--- config.mk ---
export PLATFORM = sky130hd
export DESIGN_NAME = uart_cmd_frame_tx
export DESIGN_NICKNAME = d
export VERILOG_FILES = /design/src/rtl/uart_cmd_frame_tx.sv
export SDC_FILE = /design/constraint.sdc
export NUM_CORES = 1
export LEC_CHECK = 0
export CAP_MARGIN = 20
export CORE_MARGIN = 2
export CORE_UTILIZATION = 61
export DETAILED_ROUTE_END_ITERATION = 7
export PLACE_DENSITY = 0.77
export SYNTH_ARGS = -nofsm -noshare
export SYNTH_HDL_FRONTEND = slang
export SYNTH_SLANG_ARGS = --single-unit
--- constraint.sdc ---
create_clock -name CLK -period 3.75 [get_ports CLK]
set_input_delay 1.125 -clock CLK [delete_from_list [all_inputs] [get_ports CLK]]
set_output_delay 1.125 -clock CLK [all_outputs]
set_load 0.05 [all_outputs]
--- src/rtl/uart_cmd_frame_tx.sv ---
// uart_cmd_frame_tx
//   Packet-level UART transmitter for the command link. Bytes (with a
//   last-of-packet flag) are queued in a small FIFO and sent as
//   start / DATA_W data bits LSB first / optional parity / STOP_BITS stop
//   frames. Frames within a packet are contiguous. GAP_BITS idle bit periods
//   follow each packet.
//
//   Ports
//     CLK, rst            clock, synchronous active-high reset
//     in_data/in_last     byte to queue and its end-of-packet flag
//     in_valid/in_ready   enqueue handshake (in_ready low when full or in reset)
//     PAR_EN, PAR_TYP     parity enable, 0 = even / 1 = odd
//     PRESCALE            CLK cycles per bit, clamped to a minimum of 4
//     TX_OUT              serial line, idle high
//     busy                transmitter not idle
//     frame_done          pulse in the last cycle of each frame
//     pkt_done            pulse in the last cycle of each packet
//     fifo_count          FIFO occupancy
//
//   Build option CMD_CHECKSUM_EN: append one frame carrying the XOR of all
//   data bytes of the packet; pkt_done then marks the end of that frame.
//
//   state    | meaning
//   ---------+------------------------------------------------
//   S_IDLE   | line high, waiting for a queued byte
//   S_START  | start bit (low)
//   S_DATA   | data bits, LSB first
//   S_PARITY | parity bit (only when latched PAR_EN)
//   S_STOP   | stop bit(s), high
//   S_GAP    | inter-packet idle bits, FIFO not serviced
module uart_cmd_frame_tx #(
    parameter int DATA_W     = 8,
    parameter int FIFO_DEPTH = 16,
    parameter int STOP_BITS  = 1,
    parameter int GAP_BITS   = 2,
    parameter int PRESC_W    = 6
) (
    input  logic                          CLK,
    input  logic                          rst,
    input  logic [DATA_W-1:0]             in_data,
    input  logic                          in_last,
    input  logic                          in_valid,
    output logic                          in_ready,
    input  logic                          PAR_EN,
    input  logic                          PAR_TYP,
    input  logic [PRESC_W-1:0]            PRESCALE,
    output logic                          TX_OUT,
    output logic                          busy,
    output logic                          frame_done,
    output logic                          pkt_done,
    output logic [$clog2(FIFO_DEPTH):0]   fifo_count
);
    localparam int AW  = $clog2(FIFO_DEPTH);
    localparam int BCW = 4;

    localparam logic [2:0] S_IDLE   = 3'd0;
    localparam logic [2:0] S_START  = 3'd1;
    localparam logic [2:0] S_DATA   = 3'd2;
    localparam logic [2:0] S_PARITY = 3'd3;
    localparam logic [2:0] S_STOP   = 3'd4;
    localparam logic [2:0] S_GAP    = 3'd5;

    logic [DATA_W:0]      mem [FIFO_DEPTH];
    logic [AW-1:0]        wr_ptr, rd_ptr;
    logic [AW:0]          count;
    logic                 full, empty, push, pop;
    logic [DATA_W-1:0]    head_data;
    logic                 head_last;

    logic [2:0]           state;
    logic [PRESC_W-1:0]   cyc_cnt, presc_q, presc_eff;
    logic [BCW-1:0]       bit_cnt;
    logic [DATA_W-1:0]    shreg;
    logic                 par_en_q, par_q, last_q, tx_q;
    logic                 bit_end, stop_end, more_bytes, pkt_end;
    logic                 start_frame;
    logic [DATA_W-1:0]    start_data;

    assign full      = (count == (AW+1)'(FIFO_DEPTH));
    assign empty     = (count == '0);
    assign in_ready  = !full && !rst;
    assign push      = in_valid && in_ready;
    assign head_data = mem[rd_ptr][DATA_W-1:0];
    assign head_last = mem[rd_ptr][DATA_W];

    assign presc_eff = (PRESCALE < PRESC_W'(4)) ? PRESC_W'(4) : PRESCALE;
    assign bit_end   = (cyc_cnt == '0);
    assign stop_end  = (state == S_STOP) && bit_end && (bit_cnt == '0);

`ifdef CMD_CHECKSUM_EN
    logic                 csum_q;
    logic [DATA_W-1:0]    csum_acc;
    logic                 start_csum;

    // last_q is only ever set on data frames, so this fires once per packet
    assign start_csum  = stop_end && last_q;
    assign more_bytes  = !last_q && !csum_q;
    assign pkt_end     = stop_end && csum_q;
    assign start_frame = pop || start_csum;
    assign start_data  = start_csum ? csum_acc : head_data;

    always_ff @(posedge CLK) begin
        if (rst) begin
            csum_q   <= 1'b0;
            csum_acc <= '0;
        end else begin
            if (start_csum)
                csum_acc <= '0;
            else if (pop)
                csum_acc <= csum_acc ^ head_data;
            if (start_frame)
                csum_q <= start_csum;
        end
    end
`else
    assign more_bytes  = !last_q;
    assign pkt_end     = stop_end && last_q;
    assign start_frame = pop;
    assign start_data  = head_data;
`endif

    // Pop either from idle or straight out of a non-final stop bit so that
    // frames of one packet run back to back.
    assign pop = !empty && ((state == S_IDLE) || (stop_end && more_bytes));

    always_ff @(posedge CLK) begin
        if (push)
            mem[wr_ptr] <= {in_last, in_data};
    end

    always_ff @(posedge CLK) begin
        if (rst) begin
            wr_ptr <= '0;
            rd_ptr <= '0;
            count  <= '0;
        end else begin
            if (push)
                wr_ptr <= wr_ptr + 1'b1;
            if (pop)
                rd_ptr <= rd_ptr + 1'b1;
            count <= count + (AW+1)'(push) - (AW+1)'(pop);
        end
    end

    always_ff @(posedge CLK) begin
        if (rst) begin
            state    <= S_IDLE;
            tx_q     <= 1'b1;
            cyc_cnt  <= '0;
            presc_q  <= '0;
            bit_cnt  <= '0;
            shreg    <= '0;
            par_en_q <= 1'b0;
            par_q    <= 1'b0;
            last_q   <= 1'b0;
        end else begin
            // bit timer: down-count, reload at terminal count
            cyc_cnt <= bit_end ? presc_q - 1'b1 : cyc_cnt - 1'b1;

            case (state)
                S_IDLE: begin
                    tx_q <= 1'b1;
                end
                S_START: begin
                    if (bit_end) begin
                        state   <= S_DATA;
                        bit_cnt <= BCW'(DATA_W - 1);
                        tx_q    <= shreg[0];
                    end
                end
                S_DATA: begin
                    if (bit_end) begin
                        if (bit_cnt != '0) begin
                            bit_cnt <= bit_cnt - 1'b1;
                            shreg   <= shreg >> 1;
                            tx_q    <= shreg[1];
                        end else if (par_en_q) begin
                            state <= S_PARITY;
                            tx_q  <= par_q;
                        end else begin
                            state   <= S_STOP;
                            tx_q    <= 1'b1;
                            bit_cnt <= BCW'(STOP_BITS - 1);
                        end
                    end
                end
                S_PARITY: begin
                    if (bit_end) begin
                        state   <= S_STOP;
                        tx_q    <= 1'b1;
                        bit_cnt <= BCW'(STOP_BITS - 1);
                    end
                end
                S_STOP: begin
                    if (bit_end) begin
                        if (bit_cnt != '0)
                            bit_cnt <= bit_cnt - 1'b1;
                        else if (more_bytes || GAP_BITS == 0)
                            state <= S_IDLE;
                        else begin
                            state   <= S_GAP;
                            bit_cnt <= BCW'(GAP_BITS - 1);
                        end
                    end
                end
                S_GAP: begin
                    if (bit_end) begin
                        if (bit_cnt == '0)
                            state <= S_IDLE;
                        else
                            bit_cnt <= bit_cnt - 1'b1;
                    end
                end
                default: state <= S_IDLE;
            endcase

            // New frame: latch byte and line config; overrides the case above.
            if (start_frame) begin
                state    <= S_START;
                tx_q     <= 1'b0;
                cyc_cnt  <= presc_eff - 1'b1;
                presc_q  <= presc_eff;
                par_en_q <= PAR_EN;
                par_q    <= (^start_data) ^ PAR_TYP;
                shreg    <= start_data;
`ifdef CMD_CHECKSUM_EN
                last_q   <= head_last && !start_csum;
`else
                last_q   <= head_last;
`endif
            end
        end
    end

    assign TX_OUT     = tx_q;
    assign busy       = (state != S_IDLE);
    assign frame_done = stop_end && !rst;
    assign pkt_done   = pkt_end && !rst;
    assign fifo_count = count;

endmodule

## Word level (Yosys, flattened, before mapping)

Memories as Yosys holds them, arrays and structs flattened. A register that Yosys moved wholly into a read port is not among the register bits.
Index checks and enable logic that the tools add are counted.

- Add/subtract/negate cells: 8
- Magnitude comparators: 1
- Equal/unequal tests: 26
- Multiplexer cells: 41
- Bitwise logic cells: 2
- Reductions and logical operators: 32

Operators by type and width:

| operator | count |
|---|---|
| $mux W4 | 12 |
| $mux W8 | 4 |
| $mux W3 | 10 |
| $ne A3 B3 Y1 const B | 9 |
| $reduce_and A9 Y1 | 3 |
| $ne A2 B2 Y1 const B | 10 |
| $pmux W4 S5 | 1 |
| $mux W6 | 3 |
| $pmux W3 S6 | 1 |
| $sub A6 B1 Y6 const B | 3 |
| $reduce_bool A5 Y1 | 2 |
| $logic_and A1 B1 Y1 | 9 |
| $mux W1 | 9 |
| $add A4 B1 Y4 const B | 2 |
| $reduce_xor A8 Y1 | 1 |
| $eq A3 B2 Y1 const B | 2 |
| $eq A3 B3 Y1 const B | 2 |
| $logic_not A6 Y1 | 1 |
| $lt A6 B3 Y1 const B | 1 |
| $reduce_bool A2 Y1 | 3 |
| $add A5 B1 Y5 | 1 |
| $eq A5 B5 Y1 const B | 1 |
| $logic_not A5 Y1 | 1 |
| $sub A5 B1 Y5 | 1 |
| other kinds (15) | 18 |

- Bits in registers: 44
- Memory bits (writable): 144
- Memories kept: 1

Memory list:

| memory | depth | bits a word | read ports | clocked after Yosys merged registers in | wr ports | line | text |
|---|---|---|---|---|---|---|---|
| mem | 16 | 9 | 1 | 1 | 1 | 63 | `logic [DATA_W:0] mem [FIFO_DEPTH];` |

## Depth between registers and ports, before layout

- Word-level depth: 8
- Depth in mapped cells: 19
- Mapped depth without buffers: 16

## Worst setup path after synthesis

OpenSTA, ideal clock, no wires.

- Kind: input-to-output
- From: input rst
- To: output pkt_done
- Arrival: 3.101 ns
- Required time: 2.625 ns
- Setup slack: -0.476 ns
- Stages on the path: 5
- Path buffers: 1
- Cell sequence: clkbuf_1 > nor2_1 > nand2_1 > nor3_1 > and2_1

- Longest elaborated chain between the ends: 2

RTL lines:

| element | line | text |
|---|---|---|
| from (decl) | 39 | `input logic rst,` |
| $logic_not A1 Y1 | 238 | `assign pkt_done = pkt_end && !rst;` |
| $logic_and A1 B1 Y1 | 238 |  |
| to (decl) | 50 | `output logic pkt_done,` |

Every way passes these cells.

## Final worst setup path

Same ends and word-level chain as after synthesis.

==> results.md <==
- Capturing instance or port of the critical path: pkt_done
- Maximum clock path buffer count: 2
- Main area contributors after synthesis: sky130_fd_sc_hd__edfxtp_1 (54%), sky130_fd_sc_hd__dfxtp_1 (12%), sky130_fd_sc_hd__mux4_2 (10%), sky130_fd_sc_hd__nor2_1 (2.3%), sky130_fd_sc_hd__ha_1 (2.2%)
- Setup Fix Bufs, Post-CTS: 0
- Start point of the critical path: rst
- Global route total overflow: 0
- Max-capacitance violation count: 0
- Remaining antenna violation count after routing: 0
- Fraction of the yosys area taken by sequential cells: between 60% and 70%
- Leading cell type by number of instances after synthesis: sky130_fd_sc_hd__edfxtp_1
- RSZ-0062 raised after global routing: false
- Final cell count without fillers: a little under 800
- Ant. Diodes: 0
- Via count of the first global-routing pass: about 4600
- Synthesized area: between 0.008 and 0.009 mm²
- Root buffer cell: sky130_fd_sc_hd__clkbuf_16
- Cts repair resizes: 0
- Synth warnings: 0
- Area overhead of the layout relative to synthesis: 14.5%
- Layout cells sized above 1: 16.7%
- Run status: completed
- Total CTS buffers: 17
- Arrival time at the worst endpoint: between 2 and 2.5 ns
- Kind of start point of the critical path: input pin
- Hold Buf Count CTS: 0
- Nature of the critical path endpoint: primary output
- Via/cell ratio: 5.92
- Number of design-rule violations left by the first detailed-router iteration: between 400 and 500
- Transition at the pin with the smallest max-transition slack: between 0.6 and 0.7 ns
- #FFs+latches synth: approximately 190
- Top-area cell type share of the netlist area: 53.6%
- Number of max-slew violations in the final report: 0
- Placeable core region: between 0.01 and 0.015 mm²
- EDFF count, synth: about 140
- Critical register-to-register path endpoint: fifo_count[4]
- Drt drc: 0
- Synth Net Count: ~580
- Ports placed on the boundary: 30
- Path depth of the worst reg2reg path: 16
- Final hold slack: between 0.4 and 0.5 ns
- Register-to-register path setup slack: ~0.50 ns
- Starting density of the core: between 60 and 70%
- Post-route clock period utilization: between 90% and 100%
- Design area: between 0.009 and 0.01 mm²
- Setup clock skew after layout: around 0.0096 ns
- CTS tree: done
- Highest clock frequency the design can meet: just under 0.3 GHz
- Highest ir drop seen on vdd: approximately 0.57 mV
- Final Setup Violations: 0
- Die footprint: 0.0142 mm²
- Area leader, netlist: sky130_fd_sc_hd__edfxtp_1
- Total Routed Length: between 15000 and 20000 µm
- Filler Cells Inserted: slightly above 800
- Antenna violations before repair: 0
- Total global-route track usage: 23.6%
- Rows: between 40 and 50
- Wire length per cell after detailed routing: ~20 µm
- Number of placed instances, taps included: roughly 740
- Vias post-DR: 4586
- Netlist cell types: between 50 and 60
- Largest driver fanout on the critical path: 4
- Post-layout min period: 3.44 ns
- NumNets Final: slightly above 600
- Critical setup path kind: in2out
- Instance area after placement: ~0.0086 mm²
- Most numerous cell types in the synthesized netlist: sky130_fd_sc_hd__edfxtp_1 (144), sky130_fd_sc_hd__nor2_1 (49), sky130_fd_sc_hd__dfxtp_1 (48)
- Maximum number of pins on one net before global-route repair: 41
- Number of levels in the clock H-tree: 4
- Fin util: between 70% and 80%
- Post-synthesis instance total: roughly 540
- Power Density: 700 mW/mm²
- Hold crit path type: reg2reg
- Sum of net half-perimeters after detailed placement: between 10000 and 15000 µm
- Required time of the critical path: between 2 and 3 ns
- Post-synth top flop: sky130_fd_sc_hd__edfxtp_1
- First-pass detailed-route iteration total: 4
- Leak pwr: about 3 nW
- Asr flop ratio synth: 0%
- Clock net sink count: 192
- Clock latency reported for the late side of the worst-skew pair: approximately 0.44 ns
- Placer congestion estimate: roughly 0.89
- Max-slew headroom: about three fifths
- Synthesized area divided by synthesized cell count: ~15 µm²
- Tot Pwr: 6.46 mW
- Die boundary width: between 100 and 150 µm
- Die outline height: between 100 and 150 µm
- Origin of the critical flop-to-flop path: bit_cnt[0]
- Wire length of the first global-routing pass: 25000 µm
- Buffers on Ports: 29
- Clock-pin slew of the registers on the worst-case setup and hold paths: ~0.06 ns
- Final count of hold timing violations: 0
==> cell usage in the layout, fill, tap and decap left out, types with 3 or more instances in the layout <==
cell type,count
sky130_fd_sc_hd__edfxtp_1,144
sky130_fd_sc_hd__nor2_1,49
sky130_fd_sc_hd__dfxtp_1,47
sky130_fd_sc_hd__nand2_1,46
sky130_fd_sc_hd__mux4_2,37
sky130_fd_sc_hd__a21oi_1,28
sky130_fd_sc_hd__clkdlybuf4s50_1,26
sky130_fd_sc_hd__buf_4,24
sky130_fd_sc_hd__nand3_1,17
sky130_fd_sc_hd__clkbuf_16,17
sky130_fd_sc_hd__inv_1,16
sky130_fd_sc_hd__nor3_1,15
sky130_fd_sc_hd__ha_1,14
sky130_fd_sc_hd__xor2_1,9
sky130_fd_sc_hd__a22oi_1,8
sky130_fd_sc_hd__xnor2_1,6
sky130_fd_sc_hd__o21ai_0,6
sky130_fd_sc_hd__nor2b_1,5
sky130_fd_sc_hd__a311oi_1,5
sky130_fd_sc_hd__a21o_1,5
sky130_fd_sc_hd__or3_1,4
sky130_fd_sc_hd__nand2b_1,4
sky130_fd_sc_hd__mux4_1,4
sky130_fd_sc_hd__o21ai_1,4
sky130_fd_sc_hd__inv_6,4
sky130_fd_sc_hd__buf_12,4
sky130_fd_sc_hd__o211ai_1,3
sky130_fd_sc_hd__and2_1,3
sky130_fd_sc_hd__o21a_1,3
sky130_fd_sc_hd__a211oi_1,3
sky130_fd_sc_hd__xnor3_1,3
sky130_fd_sc_hd__clkinvlp_4,3
==> metal layers <==
metal / global-route usage [%] / up-vias / wire (µm)
met5: 0 / - / 0
met3: 4.60 / 15 / 715
met4: 7.59 / 0 / 189
met1: 31.8 / 2312 / 6590
li1: - / 2143 / -
met2: 39.3 / 116 / 8040
==> kinds of logic after synthesis <==
kind of cell	after synthesis	synth area share [%]
XOR/XNOR	19	2.67
buffers and inverters	45	2.89
multiplexers	43	11.9
adder cells (fa/ha/maj)	15	2.42
AO/OA/AOI/OAI	73	5.94
flip-flops	192	65.5
AND/OR/NAND/NOR	154	8.64
==> registers in the layout, indices dropped and copies added, names as in the netlist, named ones only <==
| name | count |
|---|---|
| mem | 144 |
| shreg | 8 |
| cyc_cnt | 6 |
| presc_q | 6 |
| fifo_count | 5 |
| bit_cnt | 4 |
| rd_ptr | 4 |
| wr_ptr | 4 |
| state | 3 |
| TX_OUT | 1 |
| last_q | 1 |
| par_en_q | 1 |
| par_q | 1 |
==> worst min path at each step <==
stage	start	endpoint	slack (ns)	depth (start not counted)
after CTS	par_q	par_q	0.46	2
after detailed placement	par_q	par_q	0.45	2
final	par_q	par_q	0.45	2
after global placement	par_q	par_q	0.44	2
after global routing	par_q	par_q	0.48	2
after floorplan	par_q	par_q	0.43	2
==> cell type report <==
| cell class | instances | area (µm²) | area share, % |
|---|---|---|---|
| sequential | 192 | 5290 | 57.2 |
| multi-input combinational | 304 | 2560 | 27.7 |
| timing repair buffer | 54 | 520 | 5.64 |
| clock buffer | 19 | 433 | 4.69 |
| tap | 176 | 220 | 2.38 |
| clock inverter | 13 | 153 | 1.65 |
| inverter | 17 | 63.8 | 0.691 |
==> critical path: stages <==
cell	delay (ns)
sky130_fd_sc_hd__clkdlybuf4s50_1	0.47
sky130_fd_sc_hd__nor2_1	0.16
sky130_fd_sc_hd__nand2_1	0.08
sky130_fd_sc_hd__nor3_2	0.14
sky130_fd_sc_hd__and2_1	0.19
sky130_fd_sc_hd__buf_12	0.14
==> where the power goes <==
part           internal (mW)  leakage (nW)  switching (mW)
Sequential              2.46          1.69           0.155
Combinational          0.958          1.12            1.10
Clock                  0.997         0.276           0.788
==> stage by stage <==
step	setup WS (ns)	setup TNS [ns]
finish	0.311	0
global route	0.198	0
CTS	0.285	0
detailed placement	0.138	0
global placement	0.201	0
floorplan	-0.00877	-0.00877
Power figures use the tool's default switching activity.
